**config.mk**
```make
export PLATFORM = sky130hd
export DESIGN_NAME = dmem_arbiter
export DESIGN_NICKNAME = d
export VERILOG_FILES = /design/src/rtl/dmem_pkg.sv /design/src/rtl/dmem_arbiter_rr_pick.sv /design/src/rtl/dmem_arbiter.sv
export SDC_FILE = /design/constraint.sdc
export NUM_CORES = 1
export LEC_CHECK = 0
export ABC_AREA = 1
export BUFFER_PORTS_ARGS = -buffer_cell sky130_fd_sc_hd__buf_2
export CAP_MARGIN = 20
export CELL_PAD_IN_SITES_DETAIL_PLACEMENT = 0
export CELL_PAD_IN_SITES_GLOBAL_PLACEMENT = 2
export CORE_UTILIZATION = 20
export DETAILED_ROUTE_END_ITERATION = 10
export PLACE_DENSITY = 0.94
export REMOVE_ABC_BUFFERS = 1
export SYNTH_ARGS = -nofsm -noshare
export SYNTH_HDL_FRONTEND = slang
export SYNTH_SLANG_ARGS = --single-unit
```
**constraint.sdc**
```tcl
create_clock -name CLK -period 3.9 [get_ports CLK]
set_input_delay 0.585 -clock CLK [delete_from_list [all_inputs] [get_ports CLK]]
set_output_delay 0.585 -clock CLK [all_outputs]
set_load 0.005 [all_outputs]
```
**src/rtl/dmem_pkg.sv**
```systemverilog
// Shared types and constants for the data-RAM arbiter.
package dmem_pkg;

   localparam int DMEM_DATA_W = 32;
   localparam int DMEM_ADD_W  = 10;

   // Port identifiers, also used as the round-robin "last" marker
   localparam logic PORT_C = 1'b0;
   localparam logic PORT_E = 1'b1;

   typedef enum logic [1:0] {
      IDLE  = 2'd0,
      OWN_C = 2'd1,
      OWN_E = 2'd2
   } arb_state_t;

   // One master's access request as seen by the RAM mux
   typedef struct packed {
      logic                   we;
      logic                   lock;
      logic [DMEM_ADD_W-1:0]  addr;
      logic [DMEM_DATA_W-1:0] wdata;
   } mem_req_t;

   // Ownership state that a locked grant to the given port moves into
   function automatic arb_state_t own_state(input logic port);
      return (port == PORT_E) ? OWN_E : OWN_C;
   endfunction

endpackage

```
**src/rtl/dmem_arbiter_rr_pick.sv**
```systemverilog
// Two-way round-robin selector: on a tie the port that did not win last time is chosen.
module rr_pick (
   input  logic [1:0] req_i,    // bit0 = port C, bit1 = port E
   input  logic       last_i,   // port granted most recently
   output logic       win_o,    // selected port
   output logic       valid_o   // at least one request present
);

   assign valid_o = |req_i;
   assign win_o   = (&req_i) ? ~last_i : req_i[1];

endmodule

```
**src/rtl/dmem_arbiter.sv**
```systemverilog
// Data-RAM arbiter between the core data port (C) and the loader/debug port (E).
// Round-robin with optional locked bursts capped at MAX_BURST contended grants,
// single-cycle combinational grant and a one-deep read-return pipeline.
module dmem_arbiter
   import dmem_pkg::*;
#(
   parameter int RAM_DATA  = DMEM_DATA_W,
   parameter int RAM_ADD   = DMEM_ADD_W,
   parameter int MAX_BURST = 8
) (
   input  logic                CLK,
   input  logic                RST,
   input  logic                C_REQ,
   input  logic                C_WE,
   input  logic                C_LOCK,
   input  logic [RAM_ADD-1:0]  C_ADDR,
   input  logic [RAM_DATA-1:0] C_WDATA,
   output logic                C_GNT,
   output logic                C_RVALID,
   output logic [RAM_DATA-1:0] C_RDATA,
   input  logic                E_REQ,
   input  logic                E_WE,
   input  logic                E_LOCK,
   input  logic [RAM_ADD-1:0]  E_ADDR,
   input  logic [RAM_DATA-1:0] E_WDATA,
   output logic                E_GNT,
   output logic                E_RVALID,
   output logic [RAM_DATA-1:0] E_RDATA,
   output logic                RAM_WR,
   output logic                RAM_OE,
   output logic [RAM_ADD-1:0]  RAM_ADDRESS,
   output logic [RAM_DATA-1:0] RAM_DATA_IN,
   input  logic [RAM_DATA-1:0] RAM_DATA_OUT
);

   // Counter only needs to reach MAX_BURST-1: the cap forces a hand-over at that value
   localparam int CNT_W = (MAX_BURST > 1) ? $clog2(MAX_BURST) : 1;

   arb_state_t          state_q, state_d;
   logic                rr_last_q, rr_last_d;
   logic [CNT_W-1:0]    burst_cnt_q, burst_cnt_d;
   logic                rd_pend_q, rd_pend_d;
   logic                rd_id_q;
   logic [RAM_ADD-1:0]  addr_q;
   logic [RAM_DATA-1:0] wdata_q;

   logic                rr_win, rr_valid;
   logic                win, win_vld;
   logic                cap_hit;
   logic                other_req;
   logic                same_owner;
   mem_req_t            win_req;

   rr_pick u_rr_pick (
      .req_i   ({E_REQ, C_REQ}),
      .last_i  (rr_last_q),
      .win_o   (rr_win),
      .valid_o (rr_valid)
   );

   assign cap_hit = (burst_cnt_q == CNT_W'(MAX_BURST - 1));

   // Winner selection: a locked owner keeps the RAM unless the fairness cap hands it over
   always_comb begin
      win     = rr_win;
      win_vld = rr_valid;
      unique case (state_q)
         OWN_C: if (C_REQ) begin
            win_vld = 1'b1;
            win     = (E_REQ && cap_hit) ? PORT_E : PORT_C;
         end
         OWN_E: if (E_REQ) begin
            win_vld = 1'b1;
            win     = (C_REQ && cap_hit) ? PORT_C : PORT_E;
         end
         default: ;
      endcase
      if (RST) begin
         win_vld = 1'b0;
      end
   end

   // Request of the selected port
   always_comb begin
      if (win == PORT_E) begin
         win_req.we    = E_WE;
         win_req.lock  = E_LOCK;
         win_req.addr  = E_ADDR;
         win_req.wdata = E_WDATA;
      end else begin
         win_req.we    = C_WE;
         win_req.lock  = C_LOCK;
         win_req.addr  = C_ADDR;
         win_req.wdata = C_WDATA;
      end
   end

   assign other_req  = (win == PORT_C) ? E_REQ : C_REQ;
   assign same_owner = (state_q == own_state(win));

   // Next-state for ownership, round-robin pointer, burst counter and read-pending flag
   always_comb begin
      state_d     = state_q;
      rr_last_d   = rr_last_q;
      burst_cnt_d = '0;
      rd_pend_d   = win_vld & ~win_req.we;
      if (win_vld) begin
         rr_last_d = win;
         state_d   = win_req.lock ? own_state(win) : IDLE;
         if (same_owner && other_req && win_req.lock) begin
            burst_cnt_d = burst_cnt_q + CNT_W'(1);
         end
      end
   end

   // Control registers, cleared by synchronous reset
   always_ff @(posedge CLK) begin
      if (RST) begin
         state_q     <= IDLE;
         rr_last_q   <= PORT_E;
         burst_cnt_q <= '0;
         rd_pend_q   <= 1'b0;
      end else begin
         state_q     <= state_d;
         rr_last_q   <= rr_last_d;
         burst_cnt_q <= burst_cnt_d;
         rd_pend_q   <= rd_pend_d;
      end
   end

   // Data-side registers: last winner's address/data and the owner of the pending read
   always_ff @(posedge CLK) begin
      if (win_vld) begin
         addr_q  <= win_req.addr;
         wdata_q <= win_req.wdata;
         rd_id_q <= win;
      end
   end

   // RAM side: address/data hold the last winner's values while idle so the bus never toggles
   assign RAM_WR      = win_vld &  win_req.we;
   assign RAM_OE      = win_vld & ~win_req.we;
   assign RAM_ADDRESS = win_vld ? win_req.addr  : addr_q;
   assign RAM_DATA_IN = win_vld ? win_req.wdata : wdata_q;

   assign C_GNT = win_vld & (win == PORT_C);
   assign E_GNT = win_vld & (win == PORT_E);

   // Read return; reset suppresses a read that was in flight
   assign C_RVALID = ~RST & rd_pend_q & (rd_id_q == PORT_C);
   assign E_RVALID = ~RST & rd_pend_q & (rd_id_q == PORT_E);
   assign C_RDATA  = C_RVALID ? RAM_DATA_OUT : '0;
   assign E_RDATA  = E_RVALID ? RAM_DATA_OUT : '0;

endmodule

```
==> After elaboration in Yosys (flattened, before gate mapping) <==
Cells that the tools add are included.
{ "totals": {"output_inout_bits": 112, "ff_bits": 50} }
{ "op_classes": {"add_sub_neg": 1, "bitwise": 14, "n_mux": 18, "eq_ne": 4, "n_reduce_logical": 7} }
{ "ops": {"columns": ["op", "count"], "rows": [
  ["32-bit two-way mux", 3],
  ["44-bit two-way mux", 1],
  ["10-bit two-way mux", 1],
  ["1-bit two-way mux", 9],
  ["1-bit bitwise AND", 7],
  ["1-bit NOT", 7],
  ["1-bit logical AND", 4],
  ["2-bit two-way mux", 2],
  ["1-bit one-hot mux with 2 select lines", 2],
  ["3-bit by 1-bit adder with 3-bit output (second input constant)", 1],
  ["3-bit == test (second input constant)", 1],
  ["3-bit OR reduction", 1],
  ["2-bit by 1-bit == test with 1-bit output (second input constant)", 1],
  ["2-bit == test", 1],
  ["2-bit == test (second input constant)", 1],
  ["2-bit AND reduction", 1],
  ["2-bit OR reduction", 1]
]} }

==> Longest topological paths before layout <==
{ "depth": {"word_depth": 11, "mapped_depth": 11, "mapped_depth_nobuf": 11} }

==> By module <==
From an unflattened synthesis, not the netlist that was laid out.
{ "unflattened": {"hier_cells": 405, "hier_area_um2": 2641.3} }
{ "by_module_without_submodules": {"columns": ["mod", "cells_per_inst", "instances", "area_each_um2"], "rows": [
  ["dmem_arbiter", 402, 1, 2626.3],
  ["rr_pick", 3, 1, 15.0]
]} }

==> Worst setup path after synthesis <==
Ideal clock, no wire load.
{ "synth_timing": {"path_kind": "reg2out", "from": "reg state_q[0]", "to": "out RAM_ADDRESS[0]", "path_buffers": 1, "slack_ns": 1.845, "stages_incl_launch_ff": 9, "arrival_time_ns": 1.470, "t_required_ns": 3.315, "cell_sequence": "dfxtp_1 -> inv_1 -> ha_1 -> nand3_1 -> nand2_1 -> inv_2 -> clkbuf_1 -> nand4_1 -> nand3_1"} }
{ "synth_via": {"elab_chain_len": 4, "elab_cells_between_ends": 7} }
{ "synth_rtl": {"columns": ["item", "line", "rtl"], "rows": [
  ["start: declaration", "dmem_arbiter.sv:39", "arb_state_t state_q, state_d;"],
  ["start signal: assignment", "dmem_arbiter.sv:124", "state_q <= state_d;"],
  ["2-bit == test / 2-bit by 1-bit == test with 1-bit output (equally long branches)", "dmem_arbiter.sv:67", "unique case (state_q)"],
  ["1-bit one-hot mux with 2 select lines", "dmem_arbiter.sv:67", null],
  ["44-bit two-way mux / 1-bit two-way mux (equally long branches)", "dmem_arbiter.sv:85, dmem_arbiter.sv:78", null],
  ["10-bit two-way mux *", null, null],
  ["end: declaration", "dmem_arbiter.sv:31", "output logic [RAM_ADD-1:0] RAM_ADDRESS,"]
]} }
Every way passes the cells marked *; elsewhere a longest branch is shown, timed or not.

==> Final worst setup path <==
{ "layout_timing": {"from": "reg state_q[0]", "to": "out RAM_OE"} }
{ "layout_via": {"elab_chain_len": 5, "elab_cells_between_ends": 8} }
{ "layout_rtl": {"columns": ["item", "line", "rtl"], "rows": [
  ["2-bit == test / 2-bit by 1-bit == test with 1-bit output (equally long branches)", "dmem_arbiter.sv:67", null],
  ["1-bit one-hot mux with 2 select lines *", "dmem_arbiter.sv:67", null],
  ["named net win", "dmem_arbiter.sv:48", "logic win, win_vld;"],
  ["44-bit two-way mux *", "dmem_arbiter.sv:85", "if (win == PORT_E) begin"],
  ["1-bit NOT *", "dmem_arbiter.sv:142", "assign RAM_OE = win_vld & ~win_req.we;"],
  ["1-bit bitwise AND *", "dmem_arbiter.sv:142", null],
  ["end: declaration", "dmem_arbiter.sv:30", "output logic RAM_OE,"]
]} }
The timed path passes the listed nets; every way through them passes the cells marked *.

==> metrics.csv <==
metric;value;unit
first-pass GRT wire length;15700;um
die width;121;um
Max clock buf depth;2;
Setup Crit Path Kind;flop to output port;
Final Hold Fails;0;
clock root buffer;clkbuf_16;
Vias/cell;4.38;
yosys warns;0;
DP Area;0.00408;mm2
NumNets Final;742;
Synth area leader;dfxtp_1;
Worst VDD drop;158;uV
worst slack, placed;1.07;ns
worst-margin pin slew;1.10;ns
post-CTS sizing;0;
Final Max Slew Viols;0;
Avg Cell Area, Syn;7.06;um2
Seq/Total Area, Yosys;0.357;
Post-Syn Area;0.00283;mm2
Slowest-stage cell, CP;nand2_4;
critical path endpoint category;output port;
wire length per cell;13.1;um
PD cells;361;mW/mm2
Final Skew;0.00889;ns
Worst Hold Class;flop to flop;
Post-DRT Antenna Nets;0;
Initial DRC Count;71;
GRT overflow;0;
Yosys cell types;22;
design area;0.00426;mm2
CP Launch Type;flop;
CTS H-Tree Depth;2;
largest net degree at the start of global routing;90;
Ports;236;
DRC viols;0;
largest cells by area after synthesis;dfxtp_1 (35%), nand3_1 (10%), nand3_2 (10%);
routability congestion estimate;0.726;
post-CTS setup buffers;0;
WP data arrival;2.28;ns
leakage power;2.39;nW
FP Rows;43;
crit share post-route;0.734;
Critical Path Fanout Max;48;
setup ws final;1.04;ns
slowest stage delay, CP;0.53;ns
clk_lat worst skew;0.30;ns
leading cell type in the layout, fill and taps excluded;buf_2;
Top Family by Delay on Critical Path;simple AND/OR/NAND/NOR gates;
clk sinks;50;
die height;121;um
share of layout cells above drive strength 1;0.463;
core footprint;0.0138;mm2
CTS tree;built;
number of buffers created by CTS;5;
setup violators final;0;
critical path, cell by cell;inv_1, ha_1, nand3_1, nand2_1, inv_2, nand2_4, inv_2, nand2_1, nand2_1, nor2_1, buf_2;
status;completed;
GRT Total Usage;0.138;
Reg clk slew, reported paths;0.07;ns
Worst path most repeated cell;nand2_1;
area growth from synthesis to layout;50.3;%
setup TNS;0;ns
antenna violations before repair;2;
final WL;10400;um
RSZ-0062 raised after global routing;no;
Post-CTS Hold Fix Bufs;0;
commonest non-fill, non-tap cells in the layout;buf_2 (235), nor2_1 (69), nand3_1 (59);
clock period minus worst slack;2.86;ns
WP data required;3.31;ns
WP buf/inv;4;
Synth Register Bits;50;
Die ar.;0.0146;mm2
Fmax;350;MHz
area share of the largest cell type after synthesis;0.346;
Cells after Synth;401;
DP HPWL;7610;um
1st-pass router iterations;4;
vias;3485;
Buffers on Ports;235;
vias in the first global route;3098;
Slew Limit Headroom;0.268;
Initial Util;0.205;
Max Cap Violations;0;
filler instances;1565;
==> sequential cells by signal (all words and copies together), names as in the netlist <==
| register | cells |
|---|---|
| rd_pend_q | 1 |
| state_q | 2 |
| wdata_q | 32 |
| addr_q | 10 |
| burst_cnt_q | 3 |
| rr_last_q | 1 |
| rd_id_q | 1 |
==> worst paths after layout <==
check            startpoint              to  slack [ns]  depth (start not counted)
max              state_q[0]          RAM_OE        1.04                         11
min          burst_cnt_q[0]  burst_cnt_q[0]        0.42                          1
min reg2reg  burst_cnt_q[0]  burst_cnt_q[0]        0.42                          1
max reg2reg      state_q[0]       rd_pend_q        1.89                          9
==> worst reg2reg max path: stages, from the launching register on <==
cell and delay [ns]:
dfxtp_1 0.38, inv_1 0.08, ha_1 0.30, nand3_1 0.08, nand2_1 0.09, inv_2 0.06
nand2_4 0.53, nand2_1 0.15, nand2_1 0.14, nor2_1 0.06
==> report_power, final <==
part           internal (mW)  switching, mW
combinational          0.171          0.234
clock                  0.308          0.216
sequential             0.591         0.0193
total                   1.07          0.469
==> logic make-up (layout without fill, tap and decap cells) <==
group,count (synthesis),in the layout,synth area share
and+or+nand+nor,261,261,0.487
buffers and inverters,78,292,0.124
DFF,50,50,0.357
AOI/OAI and AO/OA,8,8,0.0141
adders and majority gates,4,4,0.0177
other,0,1,0
==> layer usage <==
layer,vias to the layer above,share of wire,track usage
li1,1760,-,-
met1,1531,0.39,0.150
met2,184,0.49,0.257
met3,8,0.11,0.0390
met4,2,0.010,0.0370
met5,-,0.0014,0
==> cell type report <==
cell class              instances  area, um2  area share
repair buffers                239       1210       0.283
inverters                      45        169      0.0397
multi-input cells             273       1470       0.345
flip-flops and latches         50       1010       0.238
well taps                     180        225      0.0529
clock buffers                   5        125      0.0294
clock inverters                 3       47.5      0.0112
diodes                          1       2.50    0.000588
==> through the flow <==
step / hold slack, ns / total power, mW / util / cells
6_report: 0.417 / 1.54 / 0.308 / 796
5_1_grt: 0.427 / 1.64 / 0.308 / 796
4_1_cts: 0.418 / 1.57 / 0.308 / 795
3_5_place_dp: 0.408 / 1.03 / 0.295 / 787
3_3_place_gp: 0.413 / 1.04 / 0.295 / 787
2_1_floorplan: 0.395 / 0.817 / - / 368
==> cells in the mapped netlist <==
master,n
nor2_2,1
dfxtp_1,49
o21ai_1,1
inv_1,40
ha_1,4
nand3_1,59
buf_2,4
nand2_1,53
buf_4,2
nand3_2,29
buf_8,4
edfxtp_1,1
clkbuf_1,22
a21oi_1,7
nor3_1,3
nand4_1,44
buf_1,1
nand3_4,1
inv_2,5
nand2_4,1
nor2_4,1
nor2_1,69
No activity file was read; power rests on OpenSTA's default activity.
